--- src/rtl/tdm_demux_8.sv ---
// rtl/tdm_demux_8.sv - 8-channel TDM receive demultiplexer with frame assembly
//
// Purpose:
//    Receive end of an 8-channel time-division link. Each enabled cycle
//    carries one W-bit sample for the current slot. Slots 0..6 are collected
//    in a shadow register. The slot-7 sample completes the frame, which is
//    then published on o together with a one-cycle valid pulse. A sync
//    marker arriving anywhere but slot 0 drops the partial frame, raises a
//    one-cycle err pulse and restarts capture at slot 0.
//
// Ports:
//    clk    in   1     rising-edge clock
//    rst    in   1     synchronous active-high reset, overrides en/sync
//    en     in   1     sample strobe; d and sync are valid when high
//    sync   in   1     frame marker, qualified by en; marks the sample as slot 0
//    d      in   W     sample for the current slot
//    o      out  8*W   last complete frame; slot k at o[W*k +: W]
//    s      out  3     slot that the next enabled sample is written to
//    valid  out  1     one-cycle pulse: o has just been updated
//    err    out  1     one-cycle pulse: mid-frame sync, partial frame dropped

module tdm_demux_8 #(
   parameter int W = 1
) (
   input  logic           clk,
   input  logic           rst,
   input  logic           en,
   input  logic           sync,
   input  logic [W-1:0]   d,
   output logic [8*W-1:0] o,
   output logic [2:0]     s,
   output logic           valid,
   output logic           err
);

   typedef enum logic {
      ST_HUNT = 1'b0,
      ST_RUN  = 1'b1
   } state_t;

   state_t           r_state;
   logic [2:0]       r_slot;
   // Only slots 0..6 need storage: slot 7 goes straight from d into the frame.
   logic [7*W-1:0]   r_shadow;
   logic [8*W-1:0]   r_frame;
   logic             r_valid;
   logic             r_err;

   logic             w_last_slot;
   logic             w_resync;

   assign w_last_slot = (r_slot == 3'd7);
   // sync at slot 0 is an ordinary (optional) frame marker; anywhere else
   // it means the link slipped and the partial frame must be abandoned.
   assign w_resync    = sync && (r_slot != 3'd0);

   always_ff @(posedge clk) begin
      if (rst) begin
         r_state  <= ST_HUNT;
         r_slot   <= 3'd0;
         r_shadow <= '0;
         r_frame  <= '0;
         r_valid  <= 1'b0;
         r_err    <= 1'b0;
      end else begin
         r_valid <= 1'b0;
         r_err   <= 1'b0;

         case (r_state)
            ST_HUNT: begin
               // Samples before the first sync carry no alignment and are ignored.
               if (en && sync) begin
                  r_shadow[W-1:0] <= d;
                  r_slot          <= 3'd1;
                  r_state         <= ST_RUN;
               end
            end

            ST_RUN: begin
               if (en) begin
                  if (w_resync) begin
                     r_err           <= 1'b1;
                     r_shadow[W-1:0] <= d;
                     r_slot          <= 3'd1;
                  end else if (w_last_slot) begin
                     r_frame <= {d, r_shadow};
                     r_valid <= 1'b1;
                     r_slot  <= 3'd0;
                  end else begin
                     for (int k = 0; k < 7; k++) begin
                        if (r_slot == 3'(k)) begin
                           r_shadow[W*k +: W] <= d;
                        end
                     end
                     r_slot <= r_slot + 3'd1;
                  end
               end
            end

            default: begin
               r_state <= ST_HUNT;
               r_slot  <= 3'd0;
            end
         endcase
      end
   end

   assign o     = r_frame;
   assign s     = r_slot;
   assign valid = r_valid;
   assign err   = r_err;

endmodule

--- config.mk ---
export PLATFORM = sky130hd
export DESIGN_NAME = tdm_demux_8
export DESIGN_NICKNAME = d
export VERILOG_FILES = /design/src/rtl/tdm_demux_8.sv
export SDC_FILE = /design/constraint.sdc
export NUM_CORES = 1
export LEC_CHECK = 0
export ABC_AREA = 0
export ABC_CLOCK_PERIOD_IN_PS = 2400
export BUFFER_PORTS_ARGS = -buffer_cell sky130_fd_sc_hd__buf_4
export CAP_MARGIN = 10
export CORE_MARGIN = 4
export CORE_UTILIZATION = 24
export CTS_BUF_LIST = sky130_fd_sc_hd__clkbuf_8
export CTS_CLUSTER_SIZE = 14
export DETAILED_ROUTE_END_ITERATION = 8
export SLEW_MARGIN = 40
export SYNTH_ARGS = -nofsm -noshare
export SYNTH_HDL_FRONTEND = slang
export SYNTH_SLANG_ARGS = --single-unit
--- constraint.sdc ---
create_clock -name clk -period 2.4 [get_ports clk]
set_input_delay 0.48 -clock clk [delete_from_list [all_inputs] [get_ports clk]]
set_output_delay 0.48 -clock clk [all_outputs]
set_load 0.03 [all_outputs]
# --- Word-level counts from Yosys, hierarchy flattened ---
# Cells that the tools add are included.
totals:
  ff_bits: 21
  out_inout_bits: 13
op_classes:
  add_sub_neg: 1
  n_eq_ne: 11
  muxes: 15
  bitwise: 4
  n_reduce_logical: 15
ops:
  columns: ["operator", "count"]
  rows:
  - ["$reduce_and A5 Y1", 6]
  - ["$eq A3 B3 Y1 const B", 4]
  - ["$mux W3", 4]
  - ["$mux W1", 9]
  - ["$reduce_and A4 Y1", 2]
  - ["$eq A3 B2 Y1 const B", 2]
  - ["$pmux W3 S2", 1]
  - ["$ne A2 B2 Y1 const B", 2]
  - ["$not A1 Y1", 4]
  - ["$reduce_or A4 Y1", 1]
  - ["$add A3 B1 Y3 const B", 1]
  - ["$eq A3 B1 Y1 const B", 1]
  - ["$logic_not A3 Y1", 1]
  - ["$ne A3 B1 Y1 const B", 1]
  - ["$ne A3 B2 Y1 const B", 1]
  - ["$reduce_bool A3 Y1", 1]
  - ["$reduce_or A3 Y1", 1]
  - ["$logic_and A1 B1 Y1", 2]
  - ["$pmux W1 S2", 1]
  - ["$reduce_and A2 Y1", 1]

# --- Depth between registers and ports, before layout ---
depth:
  ltp_word: 6
  depth_mapped: 6
  ltp_nobuf: 6

# --- Least setup slack after synthesis ---
# Ideal clock, no wire load.
synth_timing:
  kind: "reg-to-reg"
  start: "register r_slot[1] (netlist: s[1])"
  end: "register r_frame[2] (netlist: o[2])"
  t_arrival_ns: 1.638
  required_time_ns: 2.272
  path_slack_ns: 0.634
  path_stages_with_launch: 7
  path_buffers: 0
  period_less_slack_ns: 1.766
  cell_sequence: "dfxtp_1 -> ha_1 -> ha_1 -> nand3_1 -> a21oi_4 -> mux2i_1 -> nor2_1"
synth_rtl:
  columns: ["element", "line_no", "text"]
  rows:
  - ["start: declaration", "42", "logic [2:0] r_slot;"]
  - ["start signal: assignment", "95", "r_slot <= r_slot + 3'd1;"]
  - ["$eq A3 B3 Y1", "52", "assign w_last_slot = (r_slot == 3'd7);"]
  - ["named net w_last_slot", "49", "logic w_last_slot;"]
  - ["$reduce_and A4 Y1 (no line)", null, null]
  - ["end signal: assignment", "86", "r_frame <= {d, r_shadow};"]
  - ["end: declaration", "45", "logic [8*W-1:0] r_frame;"]
# The timed path passes the listed nets, and every way through them passes these cells.
# A chain may end at the register's enable or synchronous reset.

# --- Worst setup path after layout ---
layout_timing:
  start: "register r_slot[0] (netlist: s[0])"
  end: "register r_shadow[3]"
layout_rtl:
  columns: ["element", "line_no", "text"]
  rows:
  - ["$eq A3 B3 Y1", "52", null]
  - ["named net w_last_slot", "49", null]
  - ["$not A1 Y1 (no line)", null, null]
  - ["$reduce_and A5 Y1 (no line)", null, null]
  - ["end signal: assignment", "61", "r_shadow <= '0;"]
  - ["end signal: indexed assignment", "73", "r_shadow[W-1:0] <= d;"]
  - ["end signal: indexed assignment", "83", "r_shadow[W-1:0] <= d;"]
  - ["end: declaration", "44", "logic [7*W-1:0] r_shadow;"]
# The timed path passes the listed nets, and every way through them passes these cells.

==> results.json <==
{
  "setup_tns_ns": 0,
  "gp_congestion": 0.766,
  "vias": 731,
  "cts_tree": "yes",
  "multi_input_area_sq_um": 494,
  "ir_drop_v": 0.000268,
  "die-area_sq_mm": 0.00510,
  "yosys.area.top_type": "dfxtp_1",
  "final_nets": 127,
  "min_period_over_period_pct": 77.8,
  "path_clk_slew_ns": 0.09,
  "final.hold.worst_slack_ns": 0.499,
  "worstHoldPathType": "flip-flop to flip-flop",
  "htreeDepth": 1,
  "cts_made_buffers": 3,
  "crit_type": "flip-flop to flip-flop",
  "post_cts_buffers": 0,
  "final_common_cell": "dfxtp_1",
  "required_ns": 2.55,
  "critPathMaxFanout": 5,
  "grt-ovfl-total": 0,
  "seq_area_frac_synth_pct": 43.5,
  "ctsHoldBuffers": 0,
  "hold_path_depth": 2,
  "clk_latency_ns": 0.27,
  "antenna_cells": 0,
  "skew_ns": 0.00906,
  "ys_types": 26,
  "yosysWarnings": 0,
  "fp.dieH_um": 71.4,
  "place_hpwl_mm": 1.46,
  "cts_resized": 0,
  "yosysTopAreaCellShare_pct": 43.5,
  "die_w_um": 71.4,
  "cts.path.max_buffers": 2,
  "fp-row-count": 22,
  "regArea_sq_um": 420,
  "grt_pass1_wl_mm": 3.56,
  "synth_area_sq_um": 966,
  "clock.fmax_ghz": 0.535,
  "rsz0062_at_grt": "no",
  "slew_viol_final": 0,
  "wire_per_inst_um": 12.6,
  "hold_viol": 0,
  "r2r_cells": 6,
  "p_per_area_mw_per_mm2": 555,
  "avgSynthCellArea_sq_um": 9.66,
  "cts.sinks": 21,
  "ios": 18,
  "drt_iter0_drc": 10,
  "grt_start_max_net_pins": 23,
  "design_area_sq_mm": 0.00118,
  "grt_pass1_vias": 808,
  "nFillCells": 399,
  "status": "complete, no violations",
  "core_area_sq_mm": 0.00377,
  "vias_per_cell": 4.48,
  "ys_ff_latch": 21,
  "firstDrtPassIters": 5,
  "crit_path_start_kind": "flip-flop",
  "synth_fp_nets": 111,
  "area_growth_pct": 21.9,
  "start_util_pct": 25.6,
  "drc": 0,
  "worst_slew_pin_slew_ns": 0.450,
  "layout_min_cycle_time_ns": 1.87,
  "synth_top_cells_by_area": "dfxtp_1 44%, mux2i_1 15%, ha_1 7.8%, nor2_1 6.2%, a2111oi_2 3.1%",
  "antenna_found_initial": 0,
  "drtAntennaViolNets": 0,
  "drive_gt1_share_pct": 21.7,
  "finalSetupViolCount": 0,
  "cp-end-kind": "flip-flop",
  "layout_common_cells": "21 x dfxtp_1, 17 x buf_4, 16 x nor2_1",
  "place_area_sq_mm": 0.00113,
  "max_cap_violations": 0,
  "arrival_ns": 2.02,
  "port_buffers": 17,
  "grt_usage_pct": 8.53,
  "final_util_pct": 31.2,
  "slew_headroom_pct": 69.7,
  "netlist_instances": 100,
  "cts_root_buffer": "clkbuf_8",
  "wl_mm": 2.06,
  "p_leak_nw": 0.457
}
==> worst max-delay path, cell delays in order (launching register included) <==
cell and delay [ns]:
dfxtp_1 0.37, ha_1 0.25, ha_1 0.25, nand3b_1 0.26, a211oi_1 0.35, mux2i_1 0.22
nor2_1 0.05
==> layer usage <==
layer / global-route usage (%) / vias up / wire, um / share of wire, %
met1: 10.3 / 339 / 974 / 47
met2: 14.0 / 19 / 959 / 47
met4: 2.30 / 0 / 8 / 0.39
li1: - / 371 / - / -
met3: 3.51 / 2 / 117 / 5.7
met5: 0 / - / 0 / 0
==> flip-flops by register name, indices dropped and copies added, names as in the netlist <==
| register | count |
|---|---|
| o | 8 |
| valid | 1 |
| r_shadow | 7 |
| err | 1 |
| r_state | 1 |
| s | 3 |
==> report_power, final <==
part,total [mW],switching (mW),internal (mW)
Clock,0.245,0.127,0.117
Sequential,0.358,0.00596,0.352
Combinational,0.0511,0.0341,0.0170
==> stage by stage <==
| stage | power [mW] | setup WS, ns | cells |
|---|---|---|---|
| after global routing | 0.685 | 0.427 | 163 |
| after global placement | 0.415 | 0.606 | 159 |
| after CTS | 0.667 | 0.561 | 163 |
| final | 0.654 | 0.532 | 163 |
| after detailed placement | 0.418 | 0.594 | 159 |
| after floorplan | 0.402 | 0.634 | 100 |
==> synth_stat cells, drive strengths merged <==
library cell,count
inv,6
a2111oi,2
o41ai,1
nand3,4
o21ai,3
ha,6
nor3,1
nand3b,1
buf,2
nor2,16
a211oi,2
nand2b,1
o2111a,1
a32oi,1
nor2b,3
nand4b,1
dfxtp,21
a31oi,1
clkbuf,4
a21oi,3
and3b,1
nand2,4
mux2i,14
clkinv,1
==> worst paths after layout <==
check              startpoint     endpoint  slack (ns)
setup / recovery         s[0]  r_shadow[3]        0.53
hold reg to reg   r_shadow[2]  r_shadow[2]        0.50
hold / removal    r_shadow[2]  r_shadow[2]        0.50
setup reg to reg         s[0]  r_shadow[3]        0.53
==> cell type report <==
class                           instances  share of cell area [%]
Multi-Input combinational cell         66                    42.0
Sequential cell                        21                    35.7
Timing Repair Buffer                   17                    10.8
Tap cell                               48                    5.10
Clock buffer                            3                    3.51
Inverter                                7                    2.23
Clock inverter                          1                   0.638
==> logic make-up (layout without fill, tap and decap cells) <==
kind of cell,Yosys count,count (layout),share of synthesized area (%)
simple gates,32,32,16.3
flops,21,21,43.5
compound gates,14,14,12.6
mux,14,14,14.5
buf+inv,13,28,5.31
fa+ha+maj,6,6,7.77
(Power assumes the default switching activity.)
